<file path="src/rtl/rf_access_seq_pkg.sv">
// ---------------------------------------------------------------------------
// rf_access_seq_pkg
//   Shared definitions for the register-file access sequencer:
//   - instruction opcode / funct constants used by destination decode
//   - bit positions of the opcode, rs, rt, rd and funct fields
//   - FSM state encoding of the sequencer
//   Optional feature macro used by the design files: RF_R0_GUARD_EN.
// ---------------------------------------------------------------------------
package rf_access_seq_pkg;

  // Opcodes (INSTR[31:26]) that matter for write-back decode.
  localparam logic [5:0] OPC_RTYPE = 6'h00;
  localparam logic [5:0] OPC_JMP   = 6'h02;
  localparam logic [5:0] OPC_JAL   = 6'h03;
  localparam logic [5:0] OPC_BEQ   = 6'h04;
  localparam logic [5:0] OPC_BNE   = 6'h05;
  localparam logic [5:0] OPC_PUSH  = 6'h1b;
  localparam logic [5:0] OPC_SW    = 6'h2b;

  // R-type funct (INSTR[5:0]) with no write-back.
  localparam logic [5:0] FUNCT_JR  = 6'h08;

  // jal links into this register.
  localparam logic [4:0] REG_LINK  = 5'd31;

  // Instruction field positions.
  localparam int OPC_MSB   = 31;
  localparam int OPC_LSB   = 26;
  localparam int RS_MSB    = 25;
  localparam int RS_LSB    = 21;
  localparam int RT_MSB    = 20;
  localparam int RT_LSB    = 16;
  localparam int RD_MSB    = 15;
  localparam int RD_LSB    = 11;
  localparam int FUNCT_MSB = 5;
  localparam int FUNCT_LSB = 0;

  // Sequencer FSM states.
  typedef enum logic [2:0] {
    ST_IDLE     = 3'd0,
    ST_READ     = 3'd1,
    ST_ISSUE    = 3'd2,
    ST_WAIT_RES = 3'd3,
    ST_WB       = 3'd4
  } state_e;

endpackage

</file>
<file path="src/rtl/rf_dest_decode.sv">
// ---------------------------------------------------------------------------
// rf_dest_decode
//   Combinational write-back destination decode for one instruction.
//   Ports:
//     opcode [5:0] in  : INSTR[31:26]
//     funct  [5:0] in  : INSTR[5:0]
//     rt     [4:0] in  : INSTR[20:16]
//     rd     [4:0] in  : INSTR[15:11]
//     dest   [4:0] out : register to write back
//     wr_en        out : instruction writes the register file
//   Macro RF_R0_GUARD_EN: a destination of register 0 suppresses the write.
// ---------------------------------------------------------------------------
module rf_dest_decode
  import rf_access_seq_pkg::*;
(
  input  logic [5:0] opcode,
  input  logic [5:0] funct,
  input  logic [4:0] rt,
  input  logic [4:0] rd,
  output logic [4:0] dest,
  output logic       wr_en
);

  always_comb begin
    // NOTE: every output gets a default before the case so no path leaves
    // it unassigned; a missing default here would infer a latch.
    dest  = rt;
    wr_en = 1'b1;
    case (opcode)
      OPC_RTYPE: begin
        dest  = rd;
        wr_en = (funct != FUNCT_JR);
      end
      OPC_JAL:  dest = REG_LINK;
      OPC_JMP, OPC_BEQ, OPC_BNE, OPC_SW, OPC_PUSH: wr_en = 1'b0;
      default: ;
    endcase
`ifdef RF_R0_GUARD_EN
    // Register 0 is hard-wired; writing it is pointless, so skip WB.
    if (dest == 5'd0) wr_en = 1'b0;
`endif
  end

endmodule

</file>
<file path="src/rtl/rf_access_seq.sv">
// ---------------------------------------------------------------------------
// rf_access_seq
//   Register-file access sequencer. Accepts one instruction, reads rs/rt from
//   the register file, offers the operands to execute, waits for the result
//   and performs the write-back cycle.
//   Ports:
//     CLK, RST (sync, active-low)
//     INSTR_VALID/INSTR_READY/INSTR        : instruction handshake
//     OP_VALID/OP_READY/OP_A/OP_B/OP_INSTR : operand handshake to execute
//     RESULT_VALID/RESULT                  : execute result
//     RF_READ/RF_WRITE, RF_ADDR_R1/R2/W,
//     RF_DATA_W, RF_DATA_R1/R2             : register file controls and data
//   Macro RF_R0_GUARD_EN: no write-back to register 0, and operands read
//   from register 0 are forced to 0.
// ---------------------------------------------------------------------------
module rf_access_seq
  import rf_access_seq_pkg::*;
#(
  parameter int DATA_W  = 32,
  parameter int RADDR_W = 5
) (
  input  logic               CLK,
  input  logic               RST,
  input  logic               INSTR_VALID,
  output logic               INSTR_READY,
  input  logic [31:0]        INSTR,
  output logic               OP_VALID,
  input  logic               OP_READY,
  output logic [DATA_W-1:0]  OP_A,
  output logic [DATA_W-1:0]  OP_B,
  output logic [31:0]        OP_INSTR,
  input  logic               RESULT_VALID,
  input  logic [DATA_W-1:0]  RESULT,
  output logic               RF_READ,
  output logic               RF_WRITE,
  output logic [RADDR_W-1:0] RF_ADDR_R1,
  output logic [RADDR_W-1:0] RF_ADDR_R2,
  output logic [RADDR_W-1:0] RF_ADDR_W,
  output logic [DATA_W-1:0]  RF_DATA_W,
  input  logic [DATA_W-1:0]  RF_DATA_R1,
  input  logic [DATA_W-1:0]  RF_DATA_R2
);

  state_e             state_q, state_d;
  logic [31:0]        instr_q, instr_d;
  logic [DATA_W-1:0]  op_a_q, op_a_d;
  logic [DATA_W-1:0]  op_b_q, op_b_d;
  logic [RADDR_W-1:0] dest_q, dest_d;
  logic               wr_en_q, wr_en_d;
  logic [DATA_W-1:0]  data_w_q, data_w_d;

  logic [4:0]         dec_dest;
  logic               dec_wr_en;
  logic [DATA_W-1:0]  rd1_val, rd2_val;

  // Decode straight from the offered instruction so the result can be
  // latched on the accept edge together with the instruction itself.
  rf_dest_decode u_dest_decode (
    .opcode (INSTR[OPC_MSB:OPC_LSB]),
    .funct  (INSTR[FUNCT_MSB:FUNCT_LSB]),
    .rt     (INSTR[RT_MSB:RT_LSB]),
    .rd     (INSTR[RD_MSB:RD_LSB]),
    .dest   (dec_dest),
    .wr_en  (dec_wr_en)
  );

  // Read addresses always follow the latched instruction; the register file
  // only acts on them while RF_READ is high.
  assign RF_ADDR_R1 = instr_q[RS_MSB:RS_LSB];
  assign RF_ADDR_R2 = instr_q[RT_MSB:RT_LSB];
  assign RF_ADDR_W  = dest_q;
  assign RF_DATA_W  = data_w_q;
  assign OP_A       = op_a_q;
  assign OP_B       = op_b_q;
  assign OP_INSTR   = instr_q;

`ifdef RF_R0_GUARD_EN
  assign rd1_val = (RF_ADDR_R1 == '0) ? '0 : RF_DATA_R1;
  assign rd2_val = (RF_ADDR_R2 == '0) ? '0 : RF_DATA_R2;
`else
  assign rd1_val = RF_DATA_R1;
  assign rd2_val = RF_DATA_R2;
`endif

  // ---- FSM: state register ------------------------------------------------
  always_ff @(posedge CLK) begin
    // NOTE: sequential state uses non-blocking assignments so every flop
    // samples pre-edge values regardless of process ordering.
    if (!RST) state_q <= ST_IDLE;
    else      state_q <= state_d;
  end

  // ---- FSM: next state ----------------------------------------------------
  always_comb begin
    state_d = state_q;
    case (state_q)
      ST_IDLE:     if (INSTR_VALID) state_d = ST_READ;
      ST_READ:     state_d = ST_ISSUE;
      ST_ISSUE:    if (OP_READY) state_d = ST_WAIT_RES;
      ST_WAIT_RES: if (RESULT_VALID) state_d = wr_en_q ? ST_WB : ST_IDLE;
      ST_WB:       state_d = ST_IDLE;
      default:     state_d = ST_IDLE;
    endcase
  end

  // ---- FSM: outputs (Moore, from state only) ------------------------------
  always_comb begin
    INSTR_READY = 1'b0;
    RF_READ     = 1'b0;
    OP_VALID    = 1'b0;
    RF_WRITE    = 1'b0;
    case (state_q)
      ST_IDLE:  INSTR_READY = 1'b1;
      ST_READ:  RF_READ     = 1'b1;
      ST_ISSUE: OP_VALID    = 1'b1;
      ST_WB:    RF_WRITE    = 1'b1;
      default: ;
    endcase
  end

  // ---- Datapath next values -----------------------------------------------
  always_comb begin
    instr_d  = instr_q;
    op_a_d   = op_a_q;
    op_b_d   = op_b_q;
    dest_d   = dest_q;
    wr_en_d  = wr_en_q;
    data_w_d = data_w_q;

    if (state_q == ST_IDLE && INSTR_VALID) begin
      instr_d = INSTR;
      wr_en_d = dec_wr_en;
      // The write address only moves for instructions that will write, so
      // RF_ADDR_W keeps showing the last write target in between.
      if (dec_wr_en) dest_d = dec_dest;
    end

    // Read data is only driven during READ; capture it at the end of it.
    if (state_q == ST_READ) begin
      op_a_d = rd1_val;
      op_b_d = rd2_val;
    end

    if (state_q == ST_WAIT_RES && RESULT_VALID && wr_en_q) data_w_d = RESULT;
  end

  // ---- Datapath registers -------------------------------------------------
  always_ff @(posedge CLK) begin
    // NOTE: all datapath flops are reset because their values are visible
    // on ports and must read 0 after reset.
    if (!RST) begin
      instr_q  <= '0;
      op_a_q   <= '0;
      op_b_q   <= '0;
      dest_q   <= '0;
      wr_en_q  <= 1'b0;
      data_w_q <= '0;
    end else begin
      instr_q  <= instr_d;
      op_a_q   <= op_a_d;
      op_b_q   <= op_b_d;
      dest_q   <= dest_d;
      wr_en_q  <= wr_en_d;
      data_w_q <= data_w_d;
    end
  end

endmodule

</file>
<file path="config.mk">
export PLATFORM = sky130hd
export DESIGN_NAME = rf_access_seq
export DESIGN_NICKNAME = d
export VERILOG_FILES = /design/src/rtl/rf_access_seq_pkg.sv /design/src/rtl/rf_dest_decode.sv /design/src/rtl/rf_access_seq.sv
export SDC_FILE = /design/constraint.sdc
export NUM_CORES = 1
export LEC_CHECK = 0
export CELL_PAD_IN_SITES_DETAIL_PLACEMENT = 0
export CELL_PAD_IN_SITES_GLOBAL_PLACEMENT = 1
export CORE_MARGIN = 2
export CORE_UTILIZATION = 27
export CTS_CLUSTER_DIAMETER = 80
export DETAILED_ROUTE_END_ITERATION = 10
export GPL_ROUTABILITY_DRIVEN = 0
export PLACE_DENSITY_LB_ADDON = 0.15
export SLEW_MARGIN = 20
export SYNTH_ARGS = -nofsm -noshare
export SYNTH_HDL_FRONTEND = slang
export SYNTH_SLANG_ARGS = --single-unit
</file>
<file path="constraint.sdc">
create_clock -name CLK -period 2.1 [get_ports CLK]
set_input_delay 0.315 -clock CLK [delete_from_list [all_inputs] [get_ports CLK]]
set_output_delay 0.315 -clock CLK [all_outputs]
set_load 0.01 [all_outputs]
</file>
==> flow_metrics.env <==
export IMPL_outcome="finished clean"
export IMPL_reg2regPathDepth=4
export IMPL_avgSynthCellArea_um2=8.40
export IMPL_tightest_slew_ps=706
export IMPL_num_vias=5083
export IMPL_synth_nets=765
export IMPL_hold_ws_ps=369
export IMPL_path_clk_slew_ps=60
export IMPL_chipWidth_um=144
export IMPL_critPathMaxFanout=11
export IMPL_clock_latency_ps=420
export IMPL_cts_buffers=17
export IMPL_grt_use_total_pct=16.0
export IMPL_yosysSeqAreaShare_pct=51.6
export IMPL_r2r_start="state_q[2]$_SDFFE_PN0P_"
export IMPL_fin_nets=1015
export IMPL_instances_no_fill=1160
export IMPL_path_delay_family="buffers and inverters"
export IMPL_yosysWarnings=0
export IMPL_fmax_mhz=515
export IMPL_drc=0
export IMPL_hp_start="RST"
export IMPL_yosys_top_cells_area="dfxtp_1 52%, nand2_1 19%, a21boi_0 13%"
export IMPL_finalWorstSetupSlack_ps=158
export IMPL_r2r_setup_slack_ps=490
export IMPL_grt_pass1_vias=5024
export IMPL_stdcell_area_um2=8910
export IMPL_syn_area_um2=5310
export IMPL_clockBufferDepth=2
export IMPL_crit_path_cell_trace="nor3b_1, clkdlybuf4s50_1"
export IMPL_fillers=1931
export IMPL_maxCapViolCount=0
export IMPL_finClkSkew_ps=14.3
export IMPL_drv_slew=0
export IMPL_p_per_area_nw_per_um2=831
export IMPL_dr_first_iter_drc_count=206
export IMPL_firstDrtPassIters=4
export IMPL_io_pins=280
export IMPL_layout_drive_gt1_share_pct=5.59
export IMPL_setup_viol=0
export IMPL_die_h_um=144
export IMPL_overflow=0
export IMPL_cp_start_kind="flip-flop"
export IMPL_slew_headroom_pct=52.9
export IMPL_cts_root_buf="clkbuf_16"
export IMPL_htree_levels=4
export IMPL_rows=51
export IMPL_grt_max_degree=65
export IMPL_finalCritPeriodShare_pct=92.5
export IMPL_antenna_found_initial=0
export IMPL_finalSetupTns_ps=0
export IMPL_power_leakage_nw=3.15
export IMPL_max_stage_delay_ps=590
export IMPL_critPathArrivalTime_ps=1630
export IMPL_antenna_cells=0
export IMPL_grt_pass1_wl_um=25800
export IMPL_cts_tree="done"
export IMPL_crit_required_ps=1780
export IMPL_wirelength_um=16800
export IMPL_yosys_area_top_type="dfxtp_1"
export IMPL_period_needed_ps=1940
export IMPL_post_drt_via_cell_ratio=4.38
export IMPL_synth_cell_type_count=33
export IMPL_cts_resized=0
export IMPL_area_growth_pct=67.7
export IMPL_pre_cts_ws_ps=89.0
export IMPL_hold_buffers=0
export IMPL_clock_sinks=137
export IMPL_crit_slowest_cell="clkdlybuf4s50_1"
export IMPL_place_port_buffers=279
export IMPL_hold_depth=2
export IMPL_dieArea_um2=20800
export IMPL_hold_class="in -> reg"
export IMPL_placed_cells=1128
export IMPL_placement_cell_area_um2=8270
export IMPL_path_class="reg -> out"
export IMPL_reg2reg_to="RF_ADDR_W[1]$_SDFFE_PN0P_"
export IMPL_hold_path_end="OP_INSTR[15]$_SDFFE_PN0N_"
export IMPL_postCtsSetupRepairBufs=0
export IMPL_ant_nets=0
export IMPL_endpoint_kind="primary output"
export IMPL_core_um2=19400
export IMPL_syn_inst=632
export IMPL_synth_seq_cells=137
export IMPL_critPathBufInv=1
export IMPL_wl_per_cell_um=14.5
export IMPL_ir_drop_uv=534
export IMPL_final_hold_viol_count=0
export IMPL_dp_hpwl_um=11900
export IMPL_yosysTopAreaCellShare_pct=51.6
export IMPL_initial_core_util_pct=27.4
export IMPL_rsz0062_at_grt="false"
==> final cells by class <==
cell class	instances	area, µm²	area share, %
clock buffers	18	439	4.93
clock inverters	14	195	2.19
inverters	2	7.51	0.0843
multi-input cells	436	2290	25.7
flip-flops and latches	137	2750	30.8
well taps	265	332	3.72
repair buffers	288	2900	32.5
==> worst register-to-register path, cell delays in order, from the launching register on <==
cell and delay [ps]:
dfxtp_2 360, or4b_4 550, a41oi_2 190, nand3_2 210
mux2i_1 180
==> Yosys cell counts <==
library cell / number
nand2_1: 265
dfxtp_1: 137
a21boi_0: 95
clkbuf_1: 35
a21boi_1: 34
buf_4: 10
mux2i_1: 6
buf_1: 5
buf_2: 5
o221ai_1: 5
and2_1: 3
nor2_1: 3
nor3_1: 3
nor3b_1: 3
a21oi_1: 2
buf_6: 2
inv_1: 2
o21bai_1: 2
a31oi_1: 1
a41oi_2: 1
and4b_1: 1
nand2b_1: 1
nand3_2: 1
nand3b_1: 1
nand4_1: 1
nor2b_1: 1
nor4_1: 1
nor4b_1: 1
o211a_1: 1
o21a_1: 1
o21ai_0: 1
or4b_4: 1
xor2_1: 1
==> power breakdown <==
part / total (mW) / switching, mW / internal, mW
clock: 3.19 / 1.17 / 2.02
combinational: 1.32 / 0.588 / 0.728
sequential: 2.90 / 0.112 / 2.79
total: 7.40 / 1.87 / 5.54
==> sequential cells by signal (all words and copies together), names as in the netlist <==
name       count
RF_ADDR_W      5
state_q        3
wr_en_q        1
RF_DATA_W     32
OP_B          32
OP_INSTR      32
OP_A          32
==> logic make-up after synthesis <==
family                    Yosys count  share of synthesized area [%]
and+or+nand+nor                   286                           21.4
DFF                               137                           51.6
xor gates and xnor gates            1                          0.165
buffers and inverters              59                           5.28
muxes                               6                           1.13
AOI/OAI and AO/OA                 143                           20.4
==> worst max path at each step <==
| stage | slack (ps) | end | from | cells after the start |
|---|---|---|---|---|
| 5_1_grt | 70 | RF_WRITE | state_q[2]$_SDFFE_PN0P_ | 2 |
| 2_1_floorplan | 430 | RF_ADDR_W[0]$_SDFFE_PN0P_ | state_q[2]$_SDFFE_PN0P_ | 6 |
| 4_1_cts | 20 | OP_VALID | state_q[1]$_SDFFE_PN0P_ | 2 |
| 3_5_place_dp | 90 | RF_ADDR_W[1]$_SDFFE_PN0P_ | INSTR_VALID | 5 |
| 3_3_place_gp | 120 | RF_ADDR_W[1]$_SDFFE_PN0P_ | INSTR_VALID | 5 |
| 6_report | 160 | OP_VALID | state_q[1]$_SDFFE_PN0P_ | 2 |
==> cells in the final DEF, fill, tap and decap left out, drive strengths merged, types with 2 or more instances in the layout <==
| cell | Yosys | layout |
|---|---|---|
| clkinv | 0 | 4 |
| a21boi | 129 | 129 |
| and2 | 3 | 3 |
| buf | 22 | 10 |
| bufinv | 0 | 4 |
| dfxtp | 137 | 137 |
| clkdlybuf4s50 | 0 | 278 |
| mux2i | 6 | 6 |
| nor3b | 3 | 3 |
| inv | 2 | 4 |
| clkinvlp | 0 | 4 |
| nand2 | 265 | 265 |
| clkbuf | 35 | 18 |
| nor3 | 3 | 3 |
| o221ai | 5 | 5 |
| nor2 | 3 | 3 |
| o21bai | 2 | 2 |
| a21oi | 2 | 2 |
==> routing by layer <==
layer / vias to the layer above / part of all wire (%) / wire (µm) / GRT usage [%]
met5: - / 0 / 0 / 0
met4: 0 / 1.4 / 241 / 5.52
met3: 20 / 10 / 1750 / 7.62
met2: 197 / 48 / 8070 / 27.0
met1: 2317 / 40 / 6730 / 17.7
li1: 2549 / - / - / -
==> metrics by stage <==
step / util, % / power, mW
floorplan: - / 3.50
global placement: 42.6 / 4.26
detailed placement: 42.6 / 4.28
CTS: 45.9 / 7.53
global route: 45.9 / 7.78
finish: 45.9 / 7.40
Note: power is estimated with default switching activity, not from simulation.
==> edit 1, RTL diff (same settings) <==
`op_a_q` no longer has a reset.
--- a/src/rtl/rf_access_seq.sv
+++ b/src/rtl/rf_access_seq.sv
@@ -150,14 +150,12 @@
     // on ports and must read 0 after reset.
     if (!RST) begin
       instr_q  <= '0;
-      op_a_q   <= '0;
       op_b_q   <= '0;
       dest_q   <= '0;
       wr_en_q  <= 1'b0;
       data_w_q <= '0;
     end else begin
       instr_q  <= instr_d;
-      op_a_q   <= op_a_d;
       op_b_q   <= op_b_d;
       dest_q   <= dest_d;
       wr_en_q  <= wr_en_d;
@@ -165,5 +163,9 @@
     end
   end
 
+  always_ff @(posedge CLK) begin
+    op_a_q <= op_a_d;
+  end
+
 endmodule
 
Formal check against the unedited RTL: differs if RST is asserted again (counterexample within 4 cycles, from zero or initial values and one cycle with RST low); with RST held inactive, the same outputs for 10 cycles.
==> edit 1 against the unedited design <==
  * Clock power is 8.8% lower
  * Non-clock buffer count grew 9
  * Utilization increased by 0.91 points
  * Combinational power decreased by 26%
  * Critical path type unchanged
  * Worst setup slack worse by 0.067 ns
  * Largest power group is now sequential cells
  * Routed wire length shrank 4.7%
  * Power shrank 8.3%
  * Area after synthesis decreased by 4.9%
  * Sequential cell count unchanged
  * Via count is 9.7% lower
  * Fmax down 3.4%
  * Count of clock-buffer cells in the layout shrank 1
  * Cell area fell by 2.6%
  * Die area fell by 4.7%
==> edit 1: results (changes against the unedited design) <==
{| class="wikitable"
! Metric !! Value
|-
| Non-Clock Buffer Count || 297 (+3.1%)
|-
| Starting DRT DRC Count || 147 (-29%)
|-
| Number of inserted filler cells in the final layout || 1,747 (-9.5%)
|-
| Number of multi-input combinational cells in the layout || 334 (-23%)
|-
| Share of the final layout cell area in sequential cells || 35.3% (+4.5 points)
|-
| Multiplexer share of the synthesized area || 1.19% (+0.058 points)
|-
| Number of global-route vias before repair || 4,393 (-13%)
|-
| Int Pwr || 5.00 mW (-9.7%)
|-
| Ratio of cells with drive above 1 in the final layout || 7.11% (+1.5 points)
|-
| Gr usage total || 15.7% (-0.30 points)
|-
| Ranking of synthesized cells by area || sky130_fd_sc_hd__dfxtp_1, sky130_fd_sc_hd__edfxtp_1, sky130_fd_sc_hd__nand2_1
|-
| Wire length the detailed router placed on met1 || 6.69 mm (-0.56%)
|-
| Clkbuf count || 17 (-1)
|-
| Sum of met3 wire segment lengths after detailed routing || 1.25 mm (-29%)
|-
| Number of flops mapped to enable cells by yosys || 32 (+32)
|-
| Row count || 50 (-2.0%)
|-
| Largest net degree at the start of global routing || 92 (+42%)
|-
| Slew of the pin with the lowest slew margin || 0.773 ns (+0.0669 ns)
|-
| VDD IR max || 506 uV (-5.2%)
|-
| Fraction of area in clock buffers and inverters || 6.70% (-0.43 points)
|-
| Post-synthesis sequential area ratio || 60.6% (+9.0 points)
|-
| Proportion of power drawn by the clock network || 42.8% (-0.3 points)
|-
| Number of non-filler instances in the completed layout || 1,036 (-11%)
|-
| Result of the run || finished clean
|-
| Cells after DPL || 1,004 (-11%)
|-
| Slack of the worst reg-to-reg path || 0.35 ns (-0.14 ns)
|-
| Drt total wl || 16.0 mm (-4.7%)
|-
| Overall via count from detail_route || 4,588 (-9.7%)
|-
| Met1 usage in global routing || 18.0% (+0.27 points)
|-
| Met2 routed wirelength || 7.63 mm (-5.4%)
|-
| Maximum cell stage delay along the critical path || 0.56 ns (-0.03 ns)
|-
| FFs & Latches || 137 (unchanged)
|-
| Portion of the layout cell area used by non-clock buffers || 34.0% (+1.5 points)
|-
| Multi-input gate share of total cell area || 20.5% (-5.2 points)
|-
| HPWL reported at the end of detailed placement || 11.5 mm (-3.3%)
|-
| Worst setup skew after layout || 0.00764 ns (-0.00662 ns)
|-
| R2r worst-path depth || 6 (+2)
|-
| Number of gates resized after CTS || 1 (+1)
|}
[edit 1: changes by cell type in the layout (fill, tap and decap cells not counted), sizes merged, moves of 3 or more]
cell and delta:
dfxtp -32, clkinvlp -3, a21boi -32, buf +9
bufinv -4, inv +6, edfxtp +32, nand2 -66
[edit 1: worst min-delay path by stage]
stage	to	slack, ns	depth (start not counted)
2_1_floorplan	OP_A[0]	0.41	0
3_3_place_gp	RF_DATA_W[28]	0.45	2
3_5_place_dp	OP_INSTR[0]	0.46	2
4_1_cts	RF_DATA_W[9]	0.30	2
5_1_grt	RF_DATA_W[9]	0.32	2
6_report	RF_DATA_W[14]	0.33	2
[edit 1: per-stage QoR]
step | worst slack (ns) | TNS, ns | hold WS, ns
3_3_place_gp | -0.156 | -0.876 | 0.450
5_1_grt | 0.0264 | 0 | 0.324
3_5_place_dp | -0.230 | -1.23 | 0.455
6_report | 0.0904 | 0 | 0.326
2_1_floorplan | 0.0889 | 0 | 0.414
4_1_cts | 0.00792 | 0 | 0.302
==> edit 2, RTL diff (same flow settings) <==
Made on the original files. The option `RF_R0_GUARD_EN` is turned on by a define.
--- a/src/rtl/rf_dest_decode.sv
+++ b/src/rtl/rf_dest_decode.sv
@@ -10,6 +10,8 @@
 //     wr_en        out : instruction writes the register file
 //   Macro RF_R0_GUARD_EN: a destination of register 0 suppresses the write.
 // ---------------------------------------------------------------------------
+`define RF_R0_GUARD_EN
+
 module rf_dest_decode
   import rf_access_seq_pkg::*;
 (
Function: changed (Yosys sat finds a counterexample within 4 cycles, from zero or initial values and one cycle with RST low).
==> edit 2 against the unedited design <==
  * Sequential cell count unchanged
  * Global-route usage up 0.073 points
  * Power down 5.3%
  * Area after synthesis down 0.31%
  * Sequential share of layout area down 0.55 points
  * Clock power about the same
  * Highest routed layer unchanged
  * Cell area up 1.7%
  * Largest cell class unchanged
  * Worst setup slack worse by 0.13 ns
  * Worst hold slack worse by 0.090 ns
  * Routed wire length up 1.7%
  * Utilization up 0.93 points
==> edit 2: results (changes against the unedited design) <==
{| class="wikitable"
! Metric !! Value
|-
| Non-Clock Buffer Count || 302 (+4.9%)
|-
| Xor and xnor fraction of the mapped netlist area || 0.331% (+0.17 points)
|-
| Post-DP Area || 8420 um^2 (+1.8%)
|-
| Crit path capture || RF_ADDR_W[0]
|-
| VDD IR max || 505 uV (-5.3%)
|-
| Slew of the pin with the lowest slew margin || 0.504 ns (-0.202 ns)
|-
| Cells after DPL || 1,096 (-2.8%)
|-
| Overall via count from detail_route || 5,059 (-0.47%)
|-
| Multiplexer share of the synthesized area || 0.189% (-0.94 points)
|-
| Global-route wire length before repair || 26.0 mm (+0.56%)
|-
| HPWL reported at the end of detailed placement || 12.5 mm (+5.3%)
|-
| FFs & Latches || 137 (unchanged)
|-
| Worst Setup Slack, final || 0.0288 ns (-0.129 ns)
|-
| Gr usage total || 16.1% (+0.073 points)
|-
| Number of multi-input combinational cells in the layout || 390 (-11%)
|-
| Post-synthesis instance total || 584 (-7.6%)
|-
| Ratio of cells with drive above 1 in the final layout || 7.66% (+2.1 points)
|-
| Fraction of area in clock buffers and inverters || 6.87% (-0.26 points)
|-
| DR vias/cell || 4.49 (+2.4%)
|-
| Result of the run || finished clean
|-
| Multi-input gate area || 2330 um^2 (+1.7%)
|-
| Number of different library cells in the post-synthesis netlist || 39 (+18%)
|-
| M3 GR Usage || 6.92% (-0.70 points)
|-
| Fin nets || 983 (-3.2%)
|-
| Number of global-route vias before repair || 5,023 (-0.020%)
|-
| Post-Route Utilization || 46.8% (+0.93 points)
|-
| Worst setup skew after layout || 0.0108 ns (-0.00351 ns)
|-
| Cell type of the slowest stage on the worst timing path || sky130_fd_sc_hd__or4_4
|}
## edit 2: cell types whose count changed after synthesis, sizes merged, moves of 3 or more
| cell | before | now |
|---|---|---|
| buf | 22 | 11 |
| a22oi | 0 | 65 |
| clkbuf | 35 | 44 |
| mux2i | 6 | 1 |
| o32ai | 0 | 3 |
| or2 | 0 | 3 |
| nand3 | 1 | 7 |
| o22a | 0 | 4 |
| nand2 | 265 | 136 |
| nor2b | 1 | 64 |
| a21boi | 129 | 66 |
## edit 2: power by group
part / switching, mW / internal (mW) / total, mW
registers: 0.0690 / 2.71 / 2.78
logic: 0.437 / 0.614 / 1.05
clock network: 1.18 / 2.00 / 3.18
## edit 2: per-layer routing
layer	vias to the layer above	wire length (um)
met5	-	0
met2	190	8140
met3	19	1670
met4	0	250
li1	2523	-
met1	2327	7020
